==> config.mk <==
export PLATFORM = sky130hd
export DESIGN_NAME = core_bus_arbiter_flat
export DESIGN_NICKNAME = d
export VERILOG_FILES = /design/src/rtl/core_bus_arbiter_if.sv /design/src/rtl/core_bus_arbiter.sv /design/src/flat_wrapper.sv
export SDC_FILE = /design/constraint.sdc
export NUM_CORES = 1
export LEC_CHECK = 0
export BUFFER_PORTS_ARGS = -buffer_cell sky130_fd_sc_hd__buf_2
export CAP_MARGIN = 40
export CORE_AREA = 2 2 89 91
export CTS_CLUSTER_DIAMETER = 120
export DETAILED_ROUTE_END_ITERATION = 10
export DIE_AREA = 0 0 91 93
export GPL_ROUTABILITY_DRIVEN = 0
export SLEW_MARGIN = 20
export SYNTH_ARGS = -nofsm -noshare
export SYNTH_HDL_FRONTEND = slang
export SYNTH_SLANG_ARGS = --single-unit
==> constraint.sdc <==
create_clock -name clk -period 2.54 [get_ports clk]
set_input_delay 0.381 -clock clk [delete_from_list [all_inputs] [get_ports clk]]
set_output_delay 0.381 -clock clk [all_outputs]
set_load 0.005 [all_outputs]
==> src/rtl/core_bus_arbiter_if.sv <==
// Bundle of the two requester ports (m0, m1), the shared core port (s_*)
// and the timeout pulse. The arbiter connects through the slave modport;
// the requesters and the core model connect through the master modport.
interface core_bus_arbiter_if #(
  parameter int DATA_W = 32,
  parameter int ADDR_W = 8
);
  // requester m0 (CPU)
  logic              m0_cs;
  logic              m0_we;
  logic [ADDR_W-1:0] m0_address;
  logic [DATA_W-1:0] m0_write_data;
  logic [DATA_W-1:0] m0_read_data;
  logic              m0_ready;
  // requester m1 (secondary engine)
  logic              m1_cs;
  logic              m1_we;
  logic [ADDR_W-1:0] m1_address;
  logic [DATA_W-1:0] m1_write_data;
  logic [DATA_W-1:0] m1_read_data;
  logic              m1_ready;
  // shared core port
  logic              s_cs;
  logic              s_we;
  logic [ADDR_W-1:0] s_address;
  logic [DATA_W-1:0] s_write_data;
  logic [DATA_W-1:0] s_read_data;
  logic              s_ready;
  logic              timeout_err;

  modport slave (
    input  m0_cs, m0_we, m0_address, m0_write_data,
    output m0_read_data, m0_ready,
    input  m1_cs, m1_we, m1_address, m1_write_data,
    output m1_read_data, m1_ready,
    output s_cs, s_we, s_address, s_write_data,
    input  s_read_data, s_ready,
    output timeout_err
  );

  modport master (
    output m0_cs, m0_we, m0_address, m0_write_data,
    input  m0_read_data, m0_ready,
    output m1_cs, m1_we, m1_address, m1_write_data,
    input  m1_read_data, m1_ready,
    input  s_cs, s_we, s_address, s_write_data,
    output s_read_data, s_ready,
    input  timeout_err
  );
endinterface

==> src/rtl/core_bus_arbiter.sv <==
// Round-robin arbiter sharing one single-cycle core register port between
// two requesters. One access in flight; each access is followed by a bubble
// cycle so the winner can drop cs before the next arbitration. A stalled core
// is force-completed with ERR_DATA after TIMEOUT cycles in ACCESS.
module core_bus_arbiter #(
  parameter int                 TIMEOUT  = 16,
  parameter int                 DATA_W   = 32,
  parameter logic [DATA_W-1:0]  ERR_DATA = 32'hdeadbeef
) (
  input  logic              clk,
  input  logic              reset,
  core_bus_arbiter_if.slave bus
);

  localparam int TMR_W = $clog2(TIMEOUT) + 1;

  typedef enum logic [1:0] {IDLE, ACCESS, DONE} state_t;

  state_t            state_q, state_d;
  logic              grant_q, grant_d;     // 0 = m0, 1 = m1
  logic              last_q, last_d;       // master that last completed normally
  logic [TMR_W-1:0]  timer_q, timer_d;

  logic              g_cs, g_we;
  logic [7:0]        g_address;
  logic [DATA_W-1:0] g_write_data;

  logic              acc_cs, acc_we, acc_rdy, acc_tmo;
  logic [7:0]        acc_address;
  logic [DATA_W-1:0] acc_write_data, acc_rdata;

  // Route the granted requester's signals toward the core.
  always_comb begin
    g_cs         = grant_q ? bus.m1_cs         : bus.m0_cs;
    g_we         = grant_q ? bus.m1_we         : bus.m0_we;
    g_address    = grant_q ? bus.m1_address    : bus.m0_address;
    g_write_data = grant_q ? bus.m1_write_data : bus.m0_write_data;
  end

  // Next-state and access outputs; s_cs never depends on s_ready so a
  // combinational core cannot close a loop through the arbiter.
  always_comb begin
    state_d        = state_q;
    grant_d        = grant_q;
    last_d         = last_q;
    timer_d        = timer_q;
    acc_cs         = 1'b0;
    acc_we         = 1'b0;
    acc_address    = '0;
    acc_write_data = '0;
    acc_rdy        = 1'b0;
    acc_tmo        = 1'b0;
    acc_rdata      = '0;
    case (state_q)
      IDLE: begin
        if (bus.m0_cs || bus.m1_cs) begin
          grant_d = (bus.m0_cs && bus.m1_cs) ? ~last_q : bus.m1_cs;
          state_d = ACCESS;
          timer_d = '0;
        end
      end
      ACCESS: begin
        if (!g_cs) begin
          state_d = IDLE;
        end else if (timer_q == TMR_W'(TIMEOUT - 1)) begin
          acc_rdy   = 1'b1;
          acc_tmo   = 1'b1;
          acc_rdata = ERR_DATA;
          state_d   = DONE;
        end else begin
          acc_cs         = 1'b1;
          acc_we         = g_we;
          acc_address    = g_address;
          acc_write_data = g_write_data;
          if (bus.s_ready) begin
            acc_rdy   = 1'b1;
            acc_rdata = bus.s_read_data;
            state_d   = DONE;
            last_d    = grant_q;
          end else if (timer_q != {TMR_W{1'b1}}) begin
            timer_d = timer_q + TMR_W'(1);
          end
        end
      end
      DONE:    state_d = IDLE;
      default: state_d = IDLE;
    endcase
  end

  // Drive the bus; everything is held low while reset is asserted.
  always_comb begin
    bus.s_cs         = acc_cs & ~reset;
    bus.s_we         = acc_we & acc_cs & ~reset;
    bus.s_address    = reset ? '0 : acc_address;
    bus.s_write_data = reset ? '0 : acc_write_data;
    bus.m0_ready     = acc_rdy & ~grant_q & ~reset;
    bus.m1_ready     = acc_rdy &  grant_q & ~reset;
    bus.m0_read_data = (acc_rdy & ~grant_q & ~reset) ? acc_rdata : '0;
    bus.m1_read_data = (acc_rdy &  grant_q & ~reset) ? acc_rdata : '0;
    bus.timeout_err  = acc_tmo & ~reset;
  end

  // Control state register; m0 wins the first tie after reset.
  always_ff @(posedge clk) begin
    if (reset) begin
      state_q <= IDLE;
      grant_q <= 1'b0;
      last_q  <= 1'b1;
      timer_q <= '0;
    end else begin
      state_q <= state_d;
      grant_q <= grant_d;
      last_q  <= last_d;
      timer_q <= timer_d;
    end
  end

endmodule

==> src/flat_wrapper.sv <==
// flat-port wrapper written by rule: the top's interface ports become plain ports
module core_bus_arbiter_flat 
#(
  parameter int                 TIMEOUT  = 16,
  parameter int                 DATA_W   = 32,
  parameter logic [DATA_W-1:0]  ERR_DATA = 32'hdeadbeef
)
  (clk, reset, bus_m0_cs, bus_m0_we, bus_m0_address, bus_m0_write_data, bus_m0_read_data, bus_m0_ready, bus_m1_cs, bus_m1_we, bus_m1_address, bus_m1_write_data, bus_m1_read_data, bus_m1_ready, bus_s_cs, bus_s_we, bus_s_address, bus_s_write_data, bus_s_read_data, bus_s_ready, bus_timeout_err);
  core_bus_arbiter_if #(.DATA_W(DATA_W)) bus_i ();
  input  logic clk;
  input  logic reset;
  input wire logic [$bits(bus_i.m0_cs)-1:0] bus_m0_cs;
  input wire logic [$bits(bus_i.m0_we)-1:0] bus_m0_we;
  input wire logic [$bits(bus_i.m0_address)-1:0] bus_m0_address;
  input wire logic [$bits(bus_i.m0_write_data)-1:0] bus_m0_write_data;
  output wire logic [$bits(bus_i.m0_read_data)-1:0] bus_m0_read_data;
  output wire logic [$bits(bus_i.m0_ready)-1:0] bus_m0_ready;
  input wire logic [$bits(bus_i.m1_cs)-1:0] bus_m1_cs;
  input wire logic [$bits(bus_i.m1_we)-1:0] bus_m1_we;
  input wire logic [$bits(bus_i.m1_address)-1:0] bus_m1_address;
  input wire logic [$bits(bus_i.m1_write_data)-1:0] bus_m1_write_data;
  output wire logic [$bits(bus_i.m1_read_data)-1:0] bus_m1_read_data;
  output wire logic [$bits(bus_i.m1_ready)-1:0] bus_m1_ready;
  output wire logic [$bits(bus_i.s_cs)-1:0] bus_s_cs;
  output wire logic [$bits(bus_i.s_we)-1:0] bus_s_we;
  output wire logic [$bits(bus_i.s_address)-1:0] bus_s_address;
  output wire logic [$bits(bus_i.s_write_data)-1:0] bus_s_write_data;
  input wire logic [$bits(bus_i.s_read_data)-1:0] bus_s_read_data;
  input wire logic [$bits(bus_i.s_ready)-1:0] bus_s_ready;
  output wire logic [$bits(bus_i.timeout_err)-1:0] bus_timeout_err;
  assign bus_i.m0_cs = bus_m0_cs;
  assign bus_i.m0_we = bus_m0_we;
  assign bus_i.m0_address = bus_m0_address;
  assign bus_i.m0_write_data = bus_m0_write_data;
  assign bus_m0_read_data = bus_i.m0_read_data;
  assign bus_m0_ready = bus_i.m0_ready;
  assign bus_i.m1_cs = bus_m1_cs;
  assign bus_i.m1_we = bus_m1_we;
  assign bus_i.m1_address = bus_m1_address;
  assign bus_i.m1_write_data = bus_m1_write_data;
  assign bus_m1_read_data = bus_i.m1_read_data;
  assign bus_m1_ready = bus_i.m1_ready;
  assign bus_s_cs = bus_i.s_cs;
  assign bus_s_we = bus_i.s_we;
  assign bus_s_address = bus_i.s_address;
  assign bus_s_write_data = bus_i.s_write_data;
  assign bus_i.s_read_data = bus_s_read_data;
  assign bus_i.s_ready = bus_s_ready;
  assign bus_timeout_err = bus_i.timeout_err;
  core_bus_arbiter #(.TIMEOUT(TIMEOUT), .DATA_W(DATA_W), .ERR_DATA(ERR_DATA)) u_core (.clk(clk), .reset(reset), .bus(bus_i));
endmodule
==> metrics.md, run 1 <==
| Metric | Value |
|---|---|
| Die ar. | `roughly 8500 sq um` |
| Post-synthesis cell area | `roughly 1700 sq um` |
| Count leader, synth | `nor2_1` |
| Max cap viols | `0` |
| Number of port buffers | `227` |
| Int Pwr | `0.4174 mW` |
| FF+latch count, synth | `9` |
| Layout cells sized above 1 | `0.5132` |
| Syn avg cell area | `approximately 6.4 sq um` |
| Synth cell count leaders | `nor2_1 (93), mux2i_1 (43), a21oi_1 (25)` |
| CP Max Fanout | `12` |
| Drt wl/cell | `~13 microns` |
| Nets | `between 600 and 700` |
| # placed instances | `587` |
| Multi-input gate area | `1426 sq um` |
| Final setup TNS | `0 ns` |
| Worst path max stage delay | `between 0.3 and 0.4 ns` |
| Initial DRC Count | `93` |
| CORE AREA | `approximately 7500 sq um` |
| Most area-consuming cells after synthesis | `mux2i_1 (25%), nor2_1 (20%), dfxtp_1 (10%)` |
| Data arrival, critical path | `roughly 2.0 ns` |
| RSZ-0062 raised after global routing | `false` |
| Cells after synthesis | `271` |
| # setup viols final | `0` |
| GRT overflow | `0` |
| Initial antenna violation count | `0` |
| Post-synth top area cell | `mux2i_1` |
| Finished Core Util | `0.4129` |
| CTS clock-pin slew for the worst setup and hold paths | `roughly 0.050 ns` |
| Psw | `0.2207 mW` |
| Post-CTS Hold Buffers | `0` |
| FF+latch area | `around 180 sq um` |
| Tightest Pin Transition | `0.5964 ns` |
| Sw Share | `0.3459` |
| Root buffer cell | `clkbuf_8` |
| Layout Skew | `0.001457 ns` |
| CTS tree | `done` |
| CP max stage cell | `dfxtp_1` |
| Routed vias | `2,753` |
| Sequential-to-total area share from yosys stat | `0.1035` |
| Horiz. Die Dim | `approximately 91 microns` |
| Final setup margin | `between 0.1 and 0.15 ns` |
| Asr flop ratio synth | `0` |
| Antenna cells | `0` |
| CP Cell Sequence | `ha_2 > and3_1 > ha_1 > or2_2 > nand4b_4 > clkbuf_16 > nor2_1 > buf_2` |
| Max VDD drop | `0.0001025 V` |
| Synth cell types | `34` |
| Slew Viols, Final | `0` |
| Fill cell count | `819` |
| Tot GR Track Use | `0.1658` |
| IO Pins | `roughly 230` |
| Hold Vio Cnt, Final | `0` |
| Clk pwr share | `0.274` |
| Starting Density | `0.2312` |
| Num CTS Buffers | `3` |
| Fin crit share | `0.9444` |
| Leakage | `approximately 1.8 nW` |
| Part of the power in registers | `0.242` |
| Drt pass-1 iters | `4` |
| Final instance area | `about 3100 sq um` |
| Max clock buf depth | `2` |
| Crit path max-delay family | `simple AND/OR/NAND/NOR gates` |
| Ys flop type | `dfxtp_1` |
| CP required | `2.16 ns` |
| Finished Layout Cells | `about 590` |
| Synthesized Nets | `394` |
| Yosys warnings | `0` |
| Die Height | `~93 microns` |
| H-tree depth | `1` |
| Skew-Pair Late Insertion Delay | `~0.24 ns` |
| Placement Setup Slack | `between 0.3 and 0.4 ns` |
| Pwr/cell area | `about 200 nW/um^2` |
| Combinational fraction of design power | `0.484` |
| Vias in the first global route | `roughly 2,500` |
| Routed WL | `around 7.8 mm` |
| Crit start category | `flip-flop` |
| Post-synth EDFFs | `0` |
| Critical path endpoint category | `output port` |
| DRT antenna net count | `0` |
| Largest net degree at the start of global routing | `37` |
| Status | `complete, no violations` |
| Dpl hpwl | `about 6.4 mm` |
| Area after DPL | `3018 sq um` |
| CP Buf/Inv Count | `2` |
| Fmax | `416.9 MHz` |
| Clock Sinks | `9` |
| CP Class | `reg2out` |
| First-pass GRT wire length | `about 12 mm` |
| Area Overhead vs Synth | `78.58%` |
| Top cell type's share of synthesized area | `0.2473` |
| Worst Hold Class | `in2reg` |
| # rows | `32` |
| Crit path time final | `~2.4 ns` |
| # DRC | `0` |
| Vias per cell | `4.642` |
| Rel. slew slack | `0.5993` |
[power groups by stage]
stage                     Clock [mW]  Combinational [mW]  Sequential (mW)
after floorplan                    0               0.158            0.153
after global placement             0               0.299            0.157
after detailed placement           0               0.305            0.157
after CTS                      0.175               0.306            0.154
after global routing           0.188               0.342            0.155
final                          0.175               0.309            0.154
[metrics by stage]
step                      power (mW)  hold WS, ns
after global routing          0.6842       0.4573
after floorplan               0.3107       0.4816
after global placement        0.4559       0.5049
after detailed placement      0.4623       0.5116
after CTS                     0.6354       0.4441
final                         0.6381       0.4332
[registers in the layout, indices dropped and copies added (netlist names)]
name	flops
u_core.timer_q	5
u_core.state_q	2
u_core.grant_q	1
u_core.last_q	1
[worst reg2reg max path, cell delays in order (launching register included)]
cell and delay, ns:
dfxtp_1 0.34, ha_2 0.20, and3_1 0.22, ha_1 0.27, or4b_1 0.48, o211ai_1 0.25
o221ai_1 0.16
[placed cells by master, fill, tap and decap left out, types with 3 or more instances in the layout]
| cell | count |
|---|---|
| buf_2 | 227 |
| nor2_1 | 93 |
| mux2i_1 | 43 |
| a21oi_1 | 25 |
| and3_1 | 19 |
| inv_1 | 10 |
| buf_4 | 9 |
| o211ai_1 | 8 |
| nor3_1 | 7 |
| dfxtp_1 | 7 |
| nand2_1 | 3 |
| nand4b_1 | 3 |
| ha_1 | 3 |
| clkbuf_8 | 3 |
| buf_12 | 3 |
[path summary, 6_finish.rpt]
check	from	endpoint	slack [ns]	depth (start not counted)
worst max-delay path	u_core.timer_q[1]$_SDFFE_PP0P_	bus_m0_read_data[3]	0.14	8
worst min-delay path	reset	u_core.grant_q$_SDFFE_PP0P_	0.43	2
worst max register to register	u_core.timer_q[1]$_SDFFE_PP0P_	u_core.timer_q[2]$_SDFFE_PP0P_	0.49	6
worst min register to register	u_core.last_q$_SDFFE_PP1P_	u_core.last_q$_SDFFE_PP1P_	0.52	2
[cells by family after synthesis]
| family | synth area share |
|---|---|
| simple gates | 0.3896 |
| mux | 0.2538 |
| compound gates | 0.1409 |
| buf+inv | 0.08340 |
| flops | 0.1035 |
| fa+ha+maj | 0.02876 |
[final cells by class]
type | count | area share
Multi-Input combinational cell | 228 | 0.4589
Timing Repair Buffer | 240 | 0.4147
Sequential cell | 9 | 0.05878
Tap cell | 102 | 0.04106
Clock buffer | 4 | 0.01449
Inverter | 10 | 0.01208
[timing repair]
action                     CTS  global route
resized for setup            0             3
setup endpoints to repair    0            75
buffers inserted             0             1
[layer usage]
metal	wire, microns	global-route usage	vias to the layer above
li1	-	-	1378
met1	2982	0.2025	1217
met2	3991	0.2975	142
met3	691	0.03062	16
met4	174	0.04672	0
met5	0	0	-
Power figures use the tool's default switching activity.
==> run 2, diff against run 1 <==
- GPL_ROUTABILITY_DRIVEN: 0 -> default
- PLACE_DENSITY: default -> 0.69
==> run 2 against run 1 <==
Clock skew rose by 0.0045 ns; routed wire length rose by 1.6%; final area rose by 0.76%; critical path type unchanged; via count rose by 1.8%; first-iteration DRC count rose by 26%; critical path depth fell by 1; cell count rose by 0.17%; power rose by 2.5%.
==> metrics.md, run 2 (synthesis gave the netlist of run 1 again) <==
| Metric | Value |
|---|---|
| Rel. slew slack | `0.6136 (was 0.5993)` |
| Worst hold slack | `0.4367 ns (was 0.4332 ns)` |
| Tot GR Track Use | `0.1565 (was 0.1658)` |
| CP Max Fanout | `7 (was 12)` |
| # rows | `32 (unchanged)` |
| CTS clock-pin slew for the worst setup and hold paths | `0.05 ns (about the same)` |
| Max VDD drop | `0.0001161 V (was 0.0001025 V)` |
| Max FFs per register | `5 (unchanged)` |
| Tightest Pin Transition | `0.5751 ns (was 0.5964 ns)` |
| GRT overflow | `0 (unchanged)` |
| Clock Sinks | `9 (unchanged)` |
| Nets | `616 (was 615)` |
| # placed instances | `584 (was 587)` |
| GP Congestion | `approximately 0.81` |
| Status | `complete, no violations (unchanged)` |
| End point of the critical path | `bus_m0_read_data[31] (was bus_m0_read_data[3])` |
| Hold Vio Cnt, Final | `0 (unchanged)` |
| Die Height | `93 microns (unchanged)` |
| HP Start | `reset (unchanged)` |
| Max cap viols | `0 (unchanged)` |
| Skew-Pair Late Insertion Delay | `0.25 ns (was 0.24 ns)` |
| Starting Density | `0.2312 (unchanged)` |
| Fin crit share | `0.9378 (was 0.9444)` |
| Routed vias | `2,802 (was 2,753)` |
| Number of port buffers | `227 (unchanged)` |
| Layout cells sized above 1 | `0.5163 (was 0.5132)` |
| First-pass GRT wire length | `11.20 mm (was 11.82 mm)` |
| # DRC | `0 (unchanged)` |
| Vias in the first global route | `2,350 (was 2,543)` |
| Num CTS Buffers | `3 (unchanged)` |
| Worst Hold Class | `in2reg (unchanged)` |
| Antenna cells | `0 (unchanged)` |
| CP required | `2.16 ns (about the same)` |
| Die ar. | `8463 sq um (unchanged)` |
| Dpl hpwl | `6.022 mm (was 6.410 mm)` |
| RSZ-0062 raised after global routing | `false (unchanged)` |
| Commonest non-fill, non-tap cell in the layout | `buf_2 (unchanged)` |
| Crit path time final | `2.382 ns (was 2.399 ns)` |
| CP Class | `reg2out (unchanged)` |
| Largest net degree at the start of global routing | `46 (was 37)` |
| Area Overhead vs Synth | `79.94% (was 78.58%)` |
| IO Pins | `228 (unchanged)` |
| Max clock buf depth | `2 (unchanged)` |
| H-tree depth | `1 (unchanged)` |
| CORE AREA | `7527 sq um (unchanged)` |
| Horiz. Die Dim | `91 microns (unchanged)` |
| Critical R2R Capture | `u_core.timer_q[0]$_SDFFE_PP0P_ (was u_core.timer_q[2]$_SDFFE_PP0P_)` |
| Pwr/cell area | `208.9 nW/um^2 (was 205.3 nW/um^2)` |
| Initial DRC Count | `117 (was 93)` |
| Routed WL | `7.966 mm (was 7.840 mm)` |
| Vias per cell | `4.717 (was 4.642)` |
| Root buffer cell | `clkbuf_8 (unchanged)` |
| Finished Layout Cells | `594 (was 593)` |
| Reg2reg start | `u_core.timer_q[0]$_SDFFE_PP0P_ (was u_core.timer_q[1]$_SDFFE_PP0P_)` |
| Slew Viols, Final | `0 (unchanged)` |
| Setup crit start | `u_core.timer_q[0]$_SDFFE_PP0P_ (was u_core.timer_q[1]$_SDFFE_PP0P_)` |
| Most frequent cells in the layout | `buf_2 (227), nor2_1 (93), mux2i_1 (43) (unchanged)` |
| Fill cell count | `834 (was 819)` |
| # setup viols final | `0 (unchanged)` |
| R2r worst-path depth | `6 (unchanged)` |
| Fmax | `419.8 MHz (was 416.9 MHz)` |
| Drt wl/cell | `13.41 microns (was 13.22 microns)` |
| Drt pass-1 iters | `5 (was 4)` |
| Layout Skew | `0.005958 ns (was 0.001457 ns)` |
| Top Registers | `u_core.timer_q x5, u_core.state_q x2 (unchanged)` |
| Data arrival, critical path | `2.00 ns (was 2.02 ns)` |
| DRT antenna net count | `0 (unchanged)` |
| Flop2flop setup slack | `0.46 ns (was 0.49 ns)` |
| Critical path endpoint category | `output port (unchanged)` |
| Initial antenna violation count | `0 (unchanged)` |
| Most flops, register | `u_core.timer_q (unchanged)` |
| Post-CTS Hold Buffers | `0 (unchanged)` |
| Leakage | `1.810 nW (was 1.807 nW)` |
| Crit start category | `flip-flop (unchanged)` |
| CTS tree | `done (unchanged)` |
[run 2: changes by cell type in the layout (fill, tap and decap cells not counted)]
cell,previous run,this run
clkbuf_16,1,0
buf_6,0,1
nand4_4,0,2
dfxtp_2,2,3
buf_4,9,8
or2_4,0,1
dfxtp_1,7,6
nand4b_2,0,1
or2_2,1,0
buf_12,3,1
nand4b_4,1,2
[run 2: layout make-up]
cell class | instances | area [sq um] | share of cell area
clock buffer | 4 | 45.04 | 0.01438
multi-input combinational | 232 | 1510 | 0.4822
inverter | 10 | 37.54 | 0.01199
tap | 102 | 127.6 | 0.04075
timing repair buffer | 237 | 1227 | 0.3919
sequential | 9 | 183.9 | 0.05873
[run 2: where the power goes]
group	internal, mW	total [mW]	switching [mW]
Sequential	0.147	0.157	0.0106
Clock	0.110	0.176	0.0661
Combinational	0.163	0.321	0.158
[run 2: worst min path at each step]
stage | end | slack (ns) | cells past startpoint
2_1_floorplan | u_core.last_q$_SDFFE_PP1P_ | 0.48 | 2
3_3_place_gp | u_core.last_q$_SDFFE_PP1P_ | 0.50 | 2
3_5_place_dp | u_core.last_q$_SDFFE_PP1P_ | 0.51 | 2
4_1_cts | u_core.grant_q$_SDFFE_PP0P_ | 0.44 | 3
5_1_grt | u_core.state_q[0]$_SDFFE_PP0P_ | 0.47 | 2
6_report | u_core.grant_q$_SDFFE_PP0P_ | 0.44 | 2
[run 2: worst max-delay path: stages (launching register included)]
cell and delay (ns):
dfxtp_2 0.37, ha_2 0.20, and3_1 0.23, ha_1 0.19, or2_4 0.23, nand4b_2 0.24
nor2_1 0.17, buf_2 0.12
[run 2: repair_timing]
item,in CTS,in global routing
cloned,0,4
setup buffers,0,2
gates resized for setup,0,9
endpoints found under the setup margin,50,86
pin swaps,0,3
hold endpoints to repair,0,0
[run 2: through the flow]
step,power [mW],setup slack [ns],setup TNS [ns],utilization,area (sq um)
final,0.6543,0.1580,0,0.4161,3132
after global routing,0.6939,0.02521,0,0.4161,3132
after CTS,0.6301,-0.1817,-6.450,0.4006,3015
after detailed placement,0.4598,0.06914,0,0.3946,2970
after global placement,0.4533,0.1720,0,0.3946,2970
after floorplan,0.3107,0.4523,0,-,1740
[run 2: per-layer routing]
| metal | share of wire | track usage | up-vias |
|---|---|---|---|
| met5 | 0 | 0 | - |
| met4 | 0.0088 | 0.02778 | 0 |
| met3 | 0.083 | 0.02256 | 7 |
| met2 | 0.51 | 0.2870 | 156 |
| met1 | 0.40 | 0.1963 | 1245 |
| li1 | - | - | 1394 |
